### src/rtl/sub_bytes_sequencer_if.sv
// Handshake bundle between an upstream producer, the sub-bytes sequencer and its consumer.
// The "slave" modport is the sequencer's view; "master" is the surrounding logic's view.
interface sub_bytes_sequencer_if #(
    parameter int NB_BYTE = 8,
    parameter int N_BYTES = 16
);
    logic [N_BYTES*NB_BYTE-1:0] i_state;
    logic                       i_valid;
    logic                       o_ready;
    logic [N_BYTES*NB_BYTE-1:0] o_state;
    logic                       o_valid;
    logic                       i_ready;
    logic                       o_busy;

    modport master (
        output i_state, i_valid, i_ready,
        input  o_ready, o_state, o_valid, o_busy
    );

    modport slave (
        input  i_state, i_valid, i_ready,
        output o_ready, o_state, o_valid, o_busy
    );
endinterface

### src/rtl/sub_bytes_sequencer.sv
// AES SubBytes over a full state word, time-multiplexed through N_LANES S-box lanes.
// The S-box is computed algebraically (GF(2^8) inverse followed by the affine map).
module byte_substitution_algorithm #(
    parameter int NB_BYTE           = 8,
    parameter int CREATE_OUTPUT_REG = 0
) (
    input  logic               i_clock,
    input  logic               i_reset,
    input  logic [NB_BYTE-1:0] i_byte,
    input  logic               i_valid,
    output logic [NB_BYTE-1:0] o_byte,
    output logic               o_valid
);
    function automatic logic [7:0] gf_mul(input logic [7:0] a, input logic [7:0] b);
        logic [7:0] p;
        logic [7:0] x;
        p = 8'h00;
        x = a;
        for (int i = 0; i < 8; i++) begin
            if (b[i]) p = p ^ x;
            x = {x[6:0], 1'b0} ^ (x[7] ? 8'h1b : 8'h00);
        end
        return p;
    endfunction

    // x^254 == x^-1 in GF(2^8); maps 0 to 0 as AES requires.
    function automatic logic [7:0] gf_inv(input logic [7:0] x);
        logic [7:0] r;
        logic [7:0] p;
        r = 8'h01;
        p = x;
        for (int i = 0; i < 8; i++) begin
            if (i != 0) r = gf_mul(r, p);
            p = gf_mul(p, p);
        end
        return r;
    endfunction

    function automatic logic [7:0] sbox(input logic [7:0] x);
        logic [7:0]  v;
        logic [15:0] d;
        v = gf_inv(x);
        d = {v, v};
        return v ^ d[14:7] ^ d[13:6] ^ d[12:5] ^ d[11:4] ^ 8'h63;
    endfunction

    generate
        if (CREATE_OUTPUT_REG != 0) begin : g_reg
            always_ff @(posedge i_clock or posedge i_reset) begin
                if (i_reset) begin
                    o_byte  <= '0;
                    o_valid <= 1'b0;
                end else begin
                    o_byte  <= sbox(i_byte);
                    o_valid <= i_valid;
                end
            end
        end else begin : g_comb
            assign o_byte  = sbox(i_byte);
            assign o_valid = i_valid;
            wire unused_ok = &{1'b0, i_clock, i_reset};
        end
    endgenerate
endmodule

module sub_bytes_sequencer #(
    parameter int NB_BYTE = 8,
    parameter int N_BYTES = 16,
    parameter int N_LANES = 4
) (
    input  logic                   i_clock,
    input  logic                   i_reset,
    sub_bytes_sequencer_if.slave   bus
);
    localparam int N_BEATS = N_BYTES / N_LANES;
    localparam int BEAT_W  = $clog2(N_BEATS);
    localparam int W       = N_BYTES * NB_BYTE;
    localparam logic [BEAT_W-1:0] LAST_BEAT = BEAT_W'(N_BEATS - 1);

    typedef enum logic [1:0] {
        IDLE = 2'd0,
        RUN  = 2'd1,
        DONE = 2'd2
    } state_t;

    state_t              state_reg;
    logic [BEAT_W-1:0]   beat_reg;
    logic [W-1:0]        in_reg;
    logic [W-1:0]        result_reg;

    logic [NB_BYTE-1:0]  lane_in  [N_LANES];
    logic [NB_BYTE-1:0]  lane_out [N_LANES];
    logic [N_LANES-1:0]  lane_valid_unused;
    logic                lane_en;
    logic                accept;

    assign lane_en     = (state_reg == RUN);
    assign bus.o_ready = (state_reg == IDLE) || ((state_reg == DONE) && bus.i_ready);
    assign accept      = bus.i_valid && bus.o_ready;
    assign bus.o_valid = (state_reg == DONE);
    assign bus.o_busy  = (state_reg == RUN);
    assign bus.o_state = result_reg;

    // Lane gi always works on byte beat*N_LANES+gi of the latched word.
    generate
        for (genvar gi = 0; gi < N_LANES; gi++) begin : g_lane
            assign lane_in[gi] = in_reg[(int'(beat_reg) * N_LANES + gi) * NB_BYTE +: NB_BYTE];

            byte_substitution_algorithm #(
                .NB_BYTE           (NB_BYTE),
                .CREATE_OUTPUT_REG (0)
            ) u_sbox (
                .i_clock (i_clock),
                .i_reset (i_reset),
                .i_byte  (lane_in[gi]),
                .i_valid (lane_en),
                .o_byte  (lane_out[gi]),
                .o_valid (lane_valid_unused[gi])
            );
        end
    endgenerate

    always_ff @(posedge i_clock or posedge i_reset) begin
        if (i_reset) begin
            state_reg  <= IDLE;
            beat_reg   <= '0;
            in_reg     <= '0;
            result_reg <= '0;
        end else begin
            case (state_reg)
                IDLE: begin
                    if (accept) begin
                        in_reg    <= bus.i_state;
                        beat_reg  <= '0;
                        state_reg <= RUN;
                    end
                end
                RUN: begin
                    for (int j = 0; j < N_LANES; j++) begin
                        result_reg[(int'(beat_reg) * N_LANES + j) * NB_BYTE +: NB_BYTE] <= lane_out[j];
                    end
                    if (beat_reg == LAST_BEAT) begin
                        beat_reg  <= '0;
                        state_reg <= DONE;
                    end else begin
                        beat_reg  <= beat_reg + 1'b1;
                    end
                end
                DONE: begin
                    // Hand-off: a waiting word is taken in the same edge the result leaves.
                    if (bus.i_ready) begin
                        if (accept) begin
                            in_reg    <= bus.i_state;
                            beat_reg  <= '0;
                            state_reg <= RUN;
                        end else begin
                            state_reg <= IDLE;
                        end
                    end
                end
                default: begin
                    state_reg <= IDLE;
                    beat_reg  <= '0;
                end
            endcase
        end
    end
endmodule
### src/flat_wrapper.sv
// flat-port wrapper written by rule: the top's interface ports become plain ports
module sub_bytes_sequencer_flat 
#(
    parameter int NB_BYTE = 8,
    parameter int N_BYTES = 16,
    parameter int N_LANES = 4
)
  (i_clock, i_reset, bus_i_state, bus_i_valid, bus_i_ready, bus_o_ready, bus_o_state, bus_o_valid, bus_o_busy);
  sub_bytes_sequencer_if #(.NB_BYTE(NB_BYTE), .N_BYTES(N_BYTES)) bus_i ();
  input  logic i_clock;
  input  logic i_reset;
  input wire logic [$bits(bus_i.i_state)-1:0] bus_i_state;
  input wire logic [$bits(bus_i.i_valid)-1:0] bus_i_valid;
  input wire logic [$bits(bus_i.i_ready)-1:0] bus_i_ready;
  output wire logic [$bits(bus_i.o_ready)-1:0] bus_o_ready;
  output wire logic [$bits(bus_i.o_state)-1:0] bus_o_state;
  output wire logic [$bits(bus_i.o_valid)-1:0] bus_o_valid;
  output wire logic [$bits(bus_i.o_busy)-1:0] bus_o_busy;
  assign bus_i.i_state = bus_i_state;
  assign bus_i.i_valid = bus_i_valid;
  assign bus_i.i_ready = bus_i_ready;
  assign bus_o_ready = bus_i.o_ready;
  assign bus_o_state = bus_i.o_state;
  assign bus_o_valid = bus_i.o_valid;
  assign bus_o_busy = bus_i.o_busy;
  sub_bytes_sequencer #(.NB_BYTE(NB_BYTE), .N_BYTES(N_BYTES), .N_LANES(N_LANES)) u_core (.i_clock(i_clock), .i_reset(i_reset), .bus(bus_i));
endmodule
### config.mk
export PLATFORM = sky130hd
export DESIGN_NAME = sub_bytes_sequencer_flat
export DESIGN_NICKNAME = d
export VERILOG_FILES = /design/src/rtl/sub_bytes_sequencer_if.sv /design/src/rtl/sub_bytes_sequencer.sv /design/src/flat_wrapper.sv
export SDC_FILE = /design/constraint.sdc
export NUM_CORES = 2
export LEC_CHECK = 0
export ABC_AREA = 0
export CORE_ASPECT_RATIO = 1.5
export CORE_UTILIZATION = 65
export DETAILED_ROUTE_END_ITERATION = 7
export HOLD_SLACK_MARGIN = 0.05
export PLACE_DENSITY_LB_ADDON = 0.2
export SLEW_MARGIN = 20
export SYNTH_ARGS = -nofsm -noshare
export SYNTH_HDL_FRONTEND = slang
export SYNTH_SLANG_ARGS = --single-unit
### constraint.sdc
create_clock -name i_clock -period 34.8 [get_ports i_clock]
set_input_delay 3.48 -clock i_clock [delete_from_list [all_inputs] [get_ports i_clock]]
set_output_delay 3.48 -clock i_clock [all_outputs]
set_load 0.01 [all_outputs]
**After elaboration in Yosys (flattened, before gate mapping)**

Index checks and enable logic that the tools add are counted.

- Flip-flop bits (word level): 260
- Input port bits: 132
- Output and inout port bits: 131
- Logic and storage cells: 1,641

- $add $sub $neg: 8
- Equal/unequal tests: 6
- Shifts and indexed selects: 12
- Muxes and demuxes: 828
- Bitwise operators: 776
- Reductions and logical operators: 7

Operators with widths:

| kind | count |
|---|---|
| $mux W8 | 420 |
| $xor A8 B8 Y8 | 380 |
| $xor A8 B5 Y8 | 364 |
| $mux W5 | 368 |
| $bwmux W128 | 4 |
| $shift A8 B33 Y128 const A | 4 |
| $shiftx A8 B33 Y128 | 4 |
| $shiftx A128 B32 Y8 | 3 |
| $mux W128 | 2 |
| $pmux W128 S2 | 1 |
| $shiftx A128 B8 Y8 | 1 |
| $neg A32 Y33 | 3 |
| $neg A7 Y33 | 1 |
| $mux W7 | 4 |
| $not A1 Y1 const A | 28 |
| $mux W6 | 4 |
| $mux W2 | 10 |
| $mux W4 | 4 |
| $not A4 Y4 | 4 |
| $mux W3 | 4 |
| $pmux W2 S3 | 2 |
| $add A4 B2 Y5 const B | 2 |
| $add A4 B1 Y5 const B | 1 |
| $mux W1 | 5 |
| 11 further kinds | 14 |

**Longest topological paths before layout**

- Depth after elaboration: 138
- Depth in mapped cells: 71

**Modules after synthesis**

A second synthesis with hierarchy kept.

- Cells, all modules: 8,666
- Area, all modules: 71,406.0 um2

Modules (own cells, without submodules):

| module | instances | cells an instance | area an instance (um2) | seq. area each (um2) |
|---|---|---|---|---|
| byte_substitution_algorithm (u_core.g_lane[1].u_sbox ...) | 3 | 1,943 | 15,228.4 | 0.0 |
| byte_substitution_algorithm (u_core.g_lane[0].u_sbox) | 1 | 1,997 | 14,968.1 | 0.0 |
| sub_bytes_sequencer | 1 | 840 | 10,752.8 | 6,506.2 |

**Least setup slack after synthesis**

No wires, ideal clock.

- Path type: reg2reg
- From: register u_core.beat_reg[0]
- To: register u_core.result_reg[7], in the netlist u_core.bus.o_state[7]
- Setup time: 69 ps
- Data arrival time: 15,561 ps
- Required time: 34,731 ps
- Slack: 19,170 ps
- Cell stages (with the launch flop): 63
- Buffers on the path: 12
- Path through: dfrtp_1 buf_6 mux4_2 buf_4 clkbuf_1 ha_1 buf_1 nand2_1 xnor2_1 inv_2 buf_1 ha_1 buf_1 nand2_1 xnor2_2 xnor2_1 inv_1 clkbuf_1 [... 27 more ...] xnor3_2 xnor2_2 xnor2_1 a221o_1 a221oi_1 xnor3_1 xor3_1 buf_4 xor2_1 and2_1 a21oi_1 o21ai_0 xnor2_2 xor2_1 xnor2_2 xor2_2 xor2_1 a22o_1

- Word-level cells in the longest chain between the ends: 135
- Elaborated cells on any way between the ends: 1,583
- Classes of those cells: add/sub: 7; shift: 12; mux: 816; bitwise: 748

RTL lines:

| element | RTL line | RTL |
|---|---|---|
| from (decl) | sub_bytes_sequencer.sv:87 | `logic [BEAT_W-1:0] beat_reg;` |
| from (signal assigned) | sub_bytes_sequencer.sv:146 | `beat_reg <= beat_reg + 1'b1;` |
| $add A4 B1 Y5 or $shiftx A128 B8 Y8 (tied branches) | sub_bytes_sequencer.sv:107, sub_bytes_sequencer.sv:140 |  |
| $shiftx A128 B32 Y8, or another cell as far along | sub_bytes_sequencer.sv:107 | `assign lane_in[gi] = in_reg[(int'(beat_reg) * N_LANES + gi) * NB_BYTE +: NB_BYTE];` |
| $mux W5, or another cell as far along | sub_bytes_sequencer.sv:21 | `x = {x[6:0], 1'b0} ^ (x[7] ? 8'h1b : 8'h00);` |
| $xor A8 B5 Y8, or another cell as far along | sub_bytes_sequencer.sv:21 |  |
| $xor A8 B8 Y8 or $mux W8 (tied branches) | sub_bytes_sequencer.sv:20 | `if (b[i]) p = p ^ x;` |
| $mux W8 or $xor A8 B8 Y8 (tied branches) | sub_bytes_sequencer.sv:20 |  |
| $xor A8 B8 Y8 or $mux W8 (tied branches) | sub_bytes_sequencer.sv:20 |  |
| $mux W8 or $xor A8 B8 Y8 (tied branches) | sub_bytes_sequencer.sv:20 |  |
| [... 116 more ...] | -- |  |
| $xor A8 B8 Y8 or $mux W8 (tied branches) | sub_bytes_sequencer.sv:20 |  |
| $mux W8 or $xor A8 B8 Y8 (tied branches) | sub_bytes_sequencer.sv:20, sub_bytes_sequencer.sv:44 |  |
| $xor A8 B8 Y8 (3 in series) | sub_bytes_sequencer.sv:44 | `return v ^ d[14:7] ^ d[13:6] ^ d[12:5] ^ d[11:4] ^ 8'h63;` |
| $xor A8 B8 Y8 or $not A4 Y4 (tied branches) | -- |  |
| $not A4 Y4 (no source line) or $shiftx A8 B33 Y128 (tied branches) | -- |  |
| $shiftx A8 B33 Y128 or $bwmux W128 (tied branches) | sub_bytes_sequencer.sv:140 | `result_reg[(int'(beat_reg) * N_LANES + j) * NB_BYTE +: NB_BYTE] <= lane_out[j];` |
| $bwmux W128 (2 in series) | sub_bytes_sequencer.sv:140 |  |
| $bwmux W128 * | sub_bytes_sequencer.sv:140 |  |
| to (signal, indexed assignment) | sub_bytes_sequencer.sv:140 |  |
| to (decl) | sub_bytes_sequencer.sv:89 | `logic [W-1:0] result_reg;` |

Every way passes the cells marked *; elsewhere a longest branch is shown, timed or not.
A chain may end at the register's enable or synchronous reset.

**Worst setup path in the final report**

- From: register u_core.beat_reg[0]
- To: register u_core.result_reg[50], in the netlist u_core.bus.o_state[50]

The elaborated chain is that of the path after synthesis.

==> summary.txt <==
Run status
  • Status: complete, no violations

Floorplan
  • Core area: 0.0943 mm2
  • Initial Util: 65.5%
  • # IOs: 263
  • Die area: approximately 0.096 mm2
  • Row count: 138
  • Die height: 380 um
  • Chip Width: 254 um

GRT
  • First-pass GRT wire length: just over 300 mm
  • Initial antenna violation count: 2
  • GRT Util Overall: 38.4%
  • Vias in the first global route: 56,100
  • Grt met2 use: around 67%
  • Largest net degree at the start of global routing: 114
  • Global route hottest layer: met2
  • Gr ovfl total: 0
  • GR Util met1: 45.7%
  • Met3 Track Usage GR: 5.67%

Placed design
  • Routability congestion estimate: about 0.97
  • Dpl hpwl: 138 mm
  • Placed instance count: between 9,000 and 10,000
  • PortBufs: 262

Detailed routing
  • First-pass iteration count of the detailed router: 6
  • Antenna Nets Post-Route: 0
  • Post-route DRC: 0
  • Post-Route WL: 191 mm
  • DR iter-0 viols: 5,829
  • Total number of vias: 58,100
  • Routed length per instance: 20.8 um
  • Vias per Instance: approximately 6.3

Clocking
  • CTS max path bufs: 3
  • Worst-skew pair later-pin latency: 630 ps
  • H-tree levels: 1
  • CTS Sinks: 260
  • TritonCTS clock tree: yes
  • Resized cells post-CTS: 0
  • Reg clk slew, reported paths: 70 ps
  • Cts bufs inserted: 28
  • CTS Root Cell: clkbuf_16
  • # Post-CTS Setup Buffers: 0
  • # hold bufs at CTS: 0

Setup path
  • Worst Setup Start Kind: flip-flop
  • WS Path Type: flip-flop to flip-flop
  • Reg2reg start: u_core.beat_reg[0]$_DFFE_PP0P_
  • Crit end category: flip-flop
  • Critical-path top delay cell: mux4_2
  • Required time worst endpoint: 35,290 ps
  • Reg-to-reg slack, setup: 15,330 ps
  • Reg2Reg Depth: 53
  • Max Fanout on Critical Path: 40
  • Critical path's most frequent cell: xnor2_1
  • CP max stage delay: 830 ps
  • Arrival time at the worst endpoint: about 20,000 ps
  • Worst R2R End: u_core.bus.o_state[50]$_DFFE_PP0P_

Timing
  • RSZ-0062 raised after global routing: no
  • Setup violators final: 0
  • Clock Skew: 39.8 ps
  • Post-route minimum period: about 19,000 ps
  • Slew headroom: 22.4%
  • Setup_tns: 0 ps
  • Final Max Tran Viols: 0
  • Crit share post-route: around 56%
  • Slew @ Worst Pin: between 1000 and 1500 ps
  • Fmax: 51.4 MHz
  • Final Hold Viols: 0

Logic synthesis
  • Ys Warns: 0
  • Syn Area/Cell: 7.82 um2
  • Cells after Synth: 7,899
  • Sequential fraction of the synthesis area: 10.5%
  • Number of flops mapped to enable cells by yosys: 0
  • Mapped Area: 0.0618 mm2
  • Yosys reg bits: 260
  • Ys async rst share: 100%
  • Cell variety after synth: 111
  • Syn nets: 8,058
  • Ys flop type: dfrtp_1

Min path
  • Hold crit path type: flip-flop to flip-flop
  • Min-delay src: u_core.bus.o_state[46]$_DFFE_PP0P_
  • Hold depth: 2
  • Endpoint with the worst hold slack: u_core.bus.o_state[46]$_DFFE_PP0P_

Finish
  • Final Non-Filler Cells: 9,184
  • Fillers: about 7,800
  • Area growth syn-to-layout: 8.41%
  • Layout cells sized above 1: 9.53%
  • Diodes inserted: 0
  • Commonest non-fill, non-tap cell in the layout: xnor2_1
  • Most frequent cells in the layout: xnor2_1 (1,631), nor2_1 (1,125), nand2_1 (743)
  • Nets: 8,063

Run
  • Max-capacitance violation count: 0
==> cell type report <==
type                       instances  area [um2]  share of cell area (%)
inverter                         104         398                   0.594
clock buffer                      35         777                    1.16
clock inverter                    15         236                   0.353
tap                             1260        1580                    2.35
sequential                       260        6510                    9.72
multi-input combinational       7013       53100                    79.3
timing repair buffer             497        4390                    6.55
==> per-layer routing <==
layer  up-vias  wire length, um
li1      26900                -
met1     27700            71600
met4         2            10600
met5         -               11
met2      2791            92700
met3       646            15700
==> worst max-delay path: cells and delay by family (launching register included) <==
family          cells  cell delay (ps)
flops               1              570
fa+ha+maj           2             1250
compound gates      2              290
mux                 3             1180
xor+xnor           36            13630
buf+inv             3             1370
simple gates        7              950
==> how the worst max path moves through the flow <==
stage                              startpoint                             endpoint  depth (start not counted)
5_1_grt        u_core.beat_reg[0]$_DFFE_PP0P_   u_core.bus.o_state[82]$_DFFE_PP0P_                         52
2_1_floorplan  u_core.beat_reg[0]$_DFFE_PP0P_    u_core.bus.o_state[7]$_DFFE_PP0P_                         62
4_1_cts        u_core.beat_reg[0]$_DFFE_PP0P_   u_core.bus.o_state[80]$_DFFE_PP0P_                         53
3_5_place_dp   u_core.beat_reg[0]$_DFFE_PP0P_   u_core.bus.o_state[80]$_DFFE_PP0P_                         52
3_3_place_gp   u_core.beat_reg[0]$_DFFE_PP0P_  u_core.bus.o_state[103]$_DFFE_PP0P_                         55
6_report       u_core.beat_reg[0]$_DFFE_PP0P_   u_core.bus.o_state[50]$_DFFE_PP0P_                         53
==> Yosys cell counts (36+ instances only) <==
library cell | count | area (um2)
o211ai_1 | 48 | 360
o22ai_1 | 96 | 601
a31oi_1 | 51 | 319
buf_2 | 122 | 611
buf_1 | 47 | 176
o21ai_0 | 367 | 1840
xnor2_1 | 1678 | 14700
o221ai_1 | 42 | 368
dfrtp_1 | 260 | 6510
mux4_2 | 36 | 811
mux2_2 | 157 | 1770
xnor2_2 | 91 | 1480
and2_1 | 44 | 275
nor2_1 | 1126 | 4230
nand2_1 | 743 | 2790
a22oi_1 | 59 | 443
nand2b_1 | 78 | 488
inv_1 | 82 | 308
nor3_1 | 173 | 866
xor2_1 | 466 | 4080
nor2b_1 | 87 | 544
mux2i_1 | 186 | 1860
a22o_1 | 90 | 788
a211oi_1 | 53 | 398
a21oi_1 | 383 | 1920
xor2_2 | 38 | 618
nand3_1 | 138 | 691
xnor3_1 | 217 | 4890
clkbuf_1 | 328 | 1230
==> cell families after synthesis <==
logic type / count (synthesis) / share of synthesized area, %
buffers and inverters: 626 / 4.26
AOI/OAI and AO/OA: 1503 / 15.6
muxes: 384 / 7.29
xor gates and xnor gates: 2545 / 43.9
DFF: 260 / 10.5
adders and majority gates: 30 / 0.595
and+or+nand+nor: 2551 / 17.8
==> stage by stage <==
| stage | util (%) | setup WS (ps) | instance area (um2) | hold slack (ps) |
|---|---|---|---|---|
| 2_1_floorplan | - | 19170 | 61800 | 475 |
| 3_3_place_gp | 69.9 | 15530 | 65900 | 462 |
| 3_5_place_dp | 70.0 | 15630 | 65900 | 473 |
| 4_1_cts | 71.0 | 15500 | 67000 | 489 |
| 5_1_grt | 71.1 | 14150 | 67000 | 506 |
| 6_report | 71.1 | 15330 | 67000 | 481 |
Power is left out: the tool's default activity adds up to more than one toggle a clock period on the data nets, which glitch-free logic cannot reach.
